**src/rtl/vga_sync_receiver.sv**
```systemverilog
// Receive-side VGA timing recovery: rebuilds pixel coordinates from hsync/vsync,
// qualifies the stream with a lock FSM and counts frames and lock losses.
module vga_sync_receiver #(
    parameter int H_VISIBLE  = 640,
    parameter int H_FRONT    = 16,
    parameter int H_SYNC     = 96,
    parameter int H_BACK     = 48,
    parameter int V_VISIBLE  = 480,
    parameter int V_FRONT    = 10,
    parameter int V_SYNC     = 2,
    parameter int V_BACK     = 33,
    parameter int LOCK_LINES = 4
) (
    input  logic                         clk,
    input  logic                         rst,
    input  logic                         hsync,
    input  logic                         vsync,
    input  logic [3:0]                   r,
    input  logic [3:0]                   g,
    input  logic [3:0]                   b,
    output logic                         locked,
    output logic                         visible,
    output logic [$clog2(H_VISIBLE)-1:0] position_x,
    output logic [$clog2(V_VISIBLE)-1:0] position_y,
    output logic [3:0]                   pix_r,
    output logic [3:0]                   pix_g,
    output logic [3:0]                   pix_b,
    output logic [31:0]                  frame,
    output logic                         sync_error,
    output logic [7:0]                   error_count
);
    localparam int WHOLE_LINE  = H_VISIBLE + H_FRONT + H_SYNC + H_BACK;
    localparam int WHOLE_FRAME = V_VISIBLE + V_FRONT + V_SYNC + V_BACK;
    localparam int HCW = $clog2(WHOLE_LINE);
    localparam int VCW = $clog2(WHOLE_FRAME);
    localparam int PXW = $clog2(H_VISIBLE);
    localparam int PYW = $clog2(V_VISIBLE);
    localparam int LCW = $clog2(2 * WHOLE_LINE + 1);
    localparam int GLW = $clog2(LOCK_LINES + 1);

    localparam logic [HCW-1:0] HC_LAST  = HCW'(WHOLE_LINE - 1);
    localparam logic [HCW-1:0] HC_SYNC  = HCW'(H_VISIBLE + H_FRONT);
    localparam logic [HCW-1:0] HC_VIS   = HCW'(H_VISIBLE);
    localparam logic [VCW-1:0] VC_LAST  = VCW'(WHOLE_FRAME - 1);
    localparam logic [VCW-1:0] VC_SYNC  = VCW'(V_VISIBLE + V_FRONT);
    localparam logic [VCW-1:0] VC_VIS   = VCW'(V_VISIBLE);
    localparam logic [LCW-1:0] LC_LINE  = LCW'(WHOLE_LINE);
    localparam logic [LCW-1:0] LC_MAX   = LCW'(2 * WHOLE_LINE);
    localparam logic [LCW-1:0] W_SYNC   = LCW'(H_SYNC);
    localparam logic [GLW-1:0] GL_TGT   = GLW'(LOCK_LINES);

    typedef enum logic [1:0] {SEARCH, H_ACQ, LOCKED} state_t;
    state_t state;

    logic           hs_q, vs_q;
    logic [HCW-1:0] hc, hc_cur;
    logic [VCW-1:0] vc, vc_pred, vc_cur;
    logic [LCW-1:0] lcnt, wcnt, width;
    logic [GLW-1:0] good_lines;
    logic           hfall, vfall, hrise;
    logic           line_good, timeout, vbad, fault, acq_done, lock_next, vis_next;

    assign hfall = hs_q & ~hsync;
    assign vfall = vs_q & ~vsync;
    assign hrise = ~hs_q & hsync;

    // Coordinates of the sample on the inputs this cycle; vc_pred is what the
    // free-running count expects before any vsync re-alignment.
    always_comb begin
        hc_cur  = hfall ? HC_SYNC : ((hc == HC_LAST) ? '0 : hc + HCW'(1));
        vc_pred = vc;
        if (!hfall && hc == HC_LAST)
            vc_pred = (vc == VC_LAST) ? '0 : vc + VCW'(1);
        vc_cur = vfall ? VC_SYNC : vc_pred;
    end

    always_comb begin
        line_good = (lcnt == LC_LINE) && (width == W_SYNC);
        timeout   = (lcnt == LC_MAX) && !hfall;
        vbad      = vfall && ((hc_cur != '0) || (vc_pred != VC_SYNC));
        fault     = (hfall && !line_good) || vbad || timeout;
        acq_done  = vfall && (good_lines >= GL_TGT);
        lock_next = ((state == LOCKED) && !fault) || ((state == H_ACQ) && acq_done);
        vis_next  = lock_next && (hc_cur < HC_VIS) && (vc_cur < VC_VIS);
    end

    always_ff @(posedge clk) begin
        if (rst) begin
            state       <= SEARCH;
            hs_q        <= 1'b1;
            vs_q        <= 1'b1;
            hc          <= '0;
            vc          <= '0;
            lcnt        <= '0;
            wcnt        <= '0;
            width       <= '0;
            good_lines  <= '0;
            locked      <= 1'b0;
            visible     <= 1'b0;
            position_x  <= '0;
            position_y  <= '0;
            pix_r       <= '0;
            pix_g       <= '0;
            pix_b       <= '0;
            frame       <= '0;
            sync_error  <= 1'b0;
            error_count <= '0;
        end else begin
            hs_q <= hsync;
            vs_q <= vsync;
            hc   <= hc_cur;
            vc   <= vc_cur;

            if (hfall)
                lcnt <= LCW'(1);
            else if (lcnt != LC_MAX)
                lcnt <= lcnt + LCW'(1);

            if (!hsync)
                wcnt <= hfall ? LCW'(1) : ((wcnt == LC_MAX) ? wcnt : wcnt + LCW'(1));
            if (hrise)
                width <= wcnt;

            sync_error <= 1'b0;
            case (state)
                SEARCH: begin
                    if (hfall) begin
                        state      <= H_ACQ;
                        good_lines <= '0;
                    end
                end
                H_ACQ: begin
                    if (hfall)
                        good_lines <= !line_good ? '0 :
                                      (good_lines == GL_TGT) ? good_lines : good_lines + GLW'(1);
                    if (acq_done) begin
                        state <= LOCKED;
                        frame <= '0;
                    end
                end
                LOCKED: begin
                    // A failed line check masks a coincident vsync edge.
                    if (fault) begin
                        state      <= SEARCH;
                        sync_error <= 1'b1;
                        if (error_count != 8'hFF)
                            error_count <= error_count + 8'd1;
                    end else if (vfall) begin
                        frame <= frame + 32'd1;
                    end
                end
                default: state <= SEARCH;
            endcase

            locked     <= lock_next;
            visible    <= vis_next;
            position_x <= hc_cur[PXW-1:0];
            position_y <= vc_cur[PYW-1:0];
            pix_r      <= vis_next ? r : 4'd0;
            pix_g      <= vis_next ? g : 4'd0;
            pix_b      <= vis_next ? b : 4'd0;
        end
    end
endmodule

```
**config.mk**
```make
export PLATFORM = sky130hd
export DESIGN_NAME = vga_sync_receiver
export DESIGN_NICKNAME = d
export VERILOG_FILES = /design/src/rtl/vga_sync_receiver.sv
export SDC_FILE = /design/constraint.sdc
export NUM_CORES = 1
export LEC_CHECK = 0
export BUFFER_PORTS_ARGS = -buffer_cell sky130_fd_sc_hd__buf_2
export CORE_MARGIN = 4
export CORE_UTILIZATION = 55
export CTS_BUF_LIST = sky130_fd_sc_hd__clkbuf_16
export DETAILED_ROUTE_END_ITERATION = 12
export MAX_ROUTING_LAYER = met4
export PLACE_DENSITY = 0.78
export SYNTH_ARGS = -nofsm -noshare
export SYNTH_HDL_FRONTEND = slang
export SYNTH_SLANG_ARGS = --single-unit
```
**constraint.sdc**
```tcl
create_clock -name clk -period 5.06 [get_ports clk]
set_input_delay 0.253 -clock clk [delete_from_list [all_inputs] [get_ports clk]]
set_output_delay 0.253 -clock clk [all_outputs]
set_load 0.03 [all_outputs]
```
==> impl_summary.log <==
INFO  metric row_count = 36
INFO  metric final_design_instance_area_without_fill = 6690 µm²
INFO  metric yosysTopAreaCell = dfxtp_1
INFO  metric ios = 90
INFO  metric fill_cells = approximately 840
INFO  metric postSynthCellCount = around 700
INFO  metric required = between 5 and 6 ns
INFO  metric cts-buffers-inserted = 17
INFO  metric most-common-layout-cells = 115 x dfxtp_1, 90 x nand3_1, 89 x buf_2
INFO  metric clock_skew = roughly 0.0093 ns
INFO  metric fp.dieArea = 11900 µm²
INFO  metric layout.nets = 793
INFO  metric cell_by_cell_listing_of_the_critical_path = ha_1 > nand4_1 > or3_1 > a2111oi_0 > nor2_1 > or4_4 > or3_1 > buf_4 > or3_1 > a31oi_1
INFO  metric syn_area = 5640 µm²
INFO  metric run_status = completed
INFO  metric final_common_cell = dfxtp_1
INFO  metric final.setup.tns = 0 ns
INFO  metric edff_count_synth = 0
INFO  metric worst_slew_pin_slew = about 1.1 ns
INFO  metric layoutNonFillerInstCount = about 900
INFO  metric timing.final.hold_violations = 0
INFO  metric place.port_buffers = 89
INFO  metric global_route.usage.met1 = 0.289
INFO  metric syn_nets = between 700 and 800
INFO  metric grt_max_degree = 74
INFO  metric initial_detailed_routing_violation_count = around 400
INFO  metric postCtsSetupRepairBufs = 0
INFO  metric dpl.cell_count = 880
INFO  metric max_freq = 0.227 GHz
INFO  metric setup_repair_after_global_routing_missed_its_margin = false
INFO  metric initial_core_util = 0.571
INFO  metric path_class = reg2reg
INFO  metric worst_ep_arrival_time = 4.73 ns
INFO  metric dpl-instance-area = 6060 µm²
INFO  metric wire_per_inst = about 15 µm
INFO  metric setup_viol = 0
INFO  metric synthesis.area_per_instance = ~8.1 µm²
INFO  metric clock_tree_from_tritoncts = yes
INFO  metric ys_seq_elements = around 120
INFO  metric post-dp-hpwl = 9.26 mm
INFO  metric critical_path.slowest_cell = or3_1
INFO  metric layout.core_utilization = 0.678
INFO  metric num_vias = 5375
INFO  metric holdCritStartpoint = r[0]
INFO  metric cts.repair.resized = 0
INFO  metric rr_endpoint = frame[22]$_SDFFE_PP0P_
INFO  metric hold-path-cell-count = 2
INFO  metric cts.path.max_buffers = 2
INFO  metric relSlewSlack = 0.276
INFO  metric drt-vias-per-instance = 5.89
INFO  metric gr-usage-met2 = 0.391
INFO  metric cts_hold_buffers = 0
INFO  metric antenna_found_initial = 0
INFO  metric areaGrowthSynthToFinish = 18.7%
INFO  metric period_minus_slack = between 4 and 5 ns
INFO  metric total_global_routing_overflow = 0
INFO  metric post_synth_main_area_contributors = dfxtp_1 41%, nand3_1 8.0%, nand2_1 4.6%
INFO  metric grt.met3_usage = 0.0491
INFO  metric ys_warn_count = 0
INFO  metric crit_buf_inv = 1
INFO  metric ir_worst_vdd = about 0.00021 V
INFO  metric place_congestion = 0.923
INFO  metric first_global_vias = 4950
INFO  metric whs_endpoint = pix_r[0]$_SDFF_PP0_
INFO  metric drt_pass1_iterations = 5
INFO  metric synth_flop_cell = dfxtp_1
INFO  metric max_fo_critical_path = 32
INFO  metric drive_above_1_share = 0.182
INFO  metric synth-async-reset-ratio = 0
INFO  metric critPathMostFrequentCell = or3_1
INFO  metric worst-r2r-cell-count = 10
INFO  metric global_route.usage.total = 0.237
INFO  metric drc_errors = 0
INFO  metric insertion_delay_to_the_later_sink_of_the_worst_skew_pair = between 0.4 and 0.5 ns
INFO  metric floorplan.die.width = approximately 110 µm
INFO  metric cts_max_level = 4
INFO  metric worstSetupEndpointType = flop
INFO  metric chipHeight = between 100 and 150 µm
INFO  metric master_cell_of_the_clock_root_buffer = clkbuf_16
INFO  metric power-per-cell-area = between 300 and 400 nW/µm²
INFO  metric synth_seq_area_share = 0.409
INFO  metric netlist.area_leader.share = 0.409
INFO  metric cts_sinks = 115
INFO  metric final_min_period_over_clock_period = 0.870
INFO  metric coreArea = 9860 µm²
INFO  metric finalMaxSlewViolations = 0
INFO  metric r2r-start = hc[0]$_SDFF_PP0_
INFO  metric drt.antenna.violating_nets = 0
INFO  metric number_of_library_cell_types_mapped_by_synthesis = 58
INFO  metric crit_path_start_kind = flop
INFO  metric grt_pass1_wl = 22.5 mm
INFO  metric grt_busiest_layer = met2
INFO  metric antenna-diode-count = 0
INFO  metric cpLargestDelayFamily = simple AND/OR/NAND/NOR gates
INFO  metric setup.reg_to_reg.worst_slack = 0.66 ns
INFO  metric leakage = 2.48 nW
INFO  metric hold_path_class = in2reg
INFO  metric drt-total-wl = 13.4 mm
INFO  metric clk_pin_slew = 0.06 ns
INFO  metric timing.max_cap.violations = 0
INFO  metric slowest_delay = 0.75 ns
flip-flops by register name, summed over array words and instances (netlist names):
signal	cells
error_count	8
frame	32
good_lines	3
hc	10
hs_q	1
lcnt	11
locked	1
pix_b	4
pix_g	4
pix_r	4
position_y	8
state	2
sync_error	1
vc	2
visible	1
vs_q	1
wcnt	11
width	11
metal layers:
layer | routed length [µm] | vias up | share of wire
met3 | 819 | 16 | 0.061
met2 | 6560 | 179 | 0.49
met1 | 5930 | 2528 | 0.44
met5 | 0 | - | 0
li1 | - | 2652 | -
met4 | 125 | 0 | 0.0093
worst max path at each step:
stage / from / to / slack (ns) / cells past startpoint
after CTS: hc[0]$_SDFF_PP0_ / frame[22]$_SDFFE_PP0P_ / 0.66 / 10
final: hc[0]$_SDFF_PP0_ / frame[22]$_SDFFE_PP0P_ / 0.66 / 10
after floorplan: hc[0]$_SDFF_PP0_ / frame[18]$_SDFFE_PP0P_ / 1.34 / 11
after global routing: hc[0]$_SDFF_PP0_ / frame[22]$_SDFFE_PP0P_ / 0.28 / 10
after detailed placement: hc[0]$_SDFF_PP0_ / frame[22]$_SDFFE_PP0P_ / 0.66 / 10
after global placement: hc[0]$_SDFF_PP0_ / frame[22]$_SDFFE_PP0P_ / 0.89 / 10
cell families after synthesis:
logic type / share of synthesized area
xor+xnor: 0.0420
mux: 0.00955
buf+inv: 0.0517
simple gates: 0.331
flops: 0.409
fa+ha+maj: 0.0244
compound gates: 0.133
synth_stat cells (4+ instances only):
cell type and instances:
nor2b_1 7, nor4_1 10, inv_1 18, nand2_1 69, or2_2 6, and2_1 18
and3_1 9, buf_2 5, nor4b_1 4, o21ai_0 13, nand4_1 13, nand3b_1 6
xnor2_1 9, clkbuf_1 28, nor2_1 59, ha_1 11, xor2_1 18, a21oi_1 47
nand3_1 90, or4_1 7, o31a_1 4, nor3_1 15, nand2b_1 6, a311oi_1 4
dfxtp_1 115, a31oi_1 28, or3_1 25, buf_4 9, o31ai_1 5
where the power goes:
group          internal (mW)  switching (mW)
clock network          0.829           0.441
registers              0.917          0.0152
logic                 0.0286          0.0573
stage by stage:
stage / total power [mW] / hold slack (ns) / worst slack [ns]
finish: 2.29 / 0.0431 / 0.660
detailed placement: 1.04 / 0.442 / 0.662
global placement: 1.03 / 0.443 / 0.893
floorplan: 1.01 / 0.357 / 1.34
global route: 2.36 / 0.0367 / 0.280
CTS: 2.31 / 0.0319 / 0.659
final cells by class:
type,instances,area [µm²],share of cell area
well taps,133,166,0.0249
flip-flops and latches,115,2300,0.344
clock inverters,15,206,0.0309
multi-input cells,521,3040,0.455
inverters,18,67.6,0.0101
clock buffers,17,425,0.0636
repair buffers,93,475,0.0711
Power figures use the tool's default switching activity.
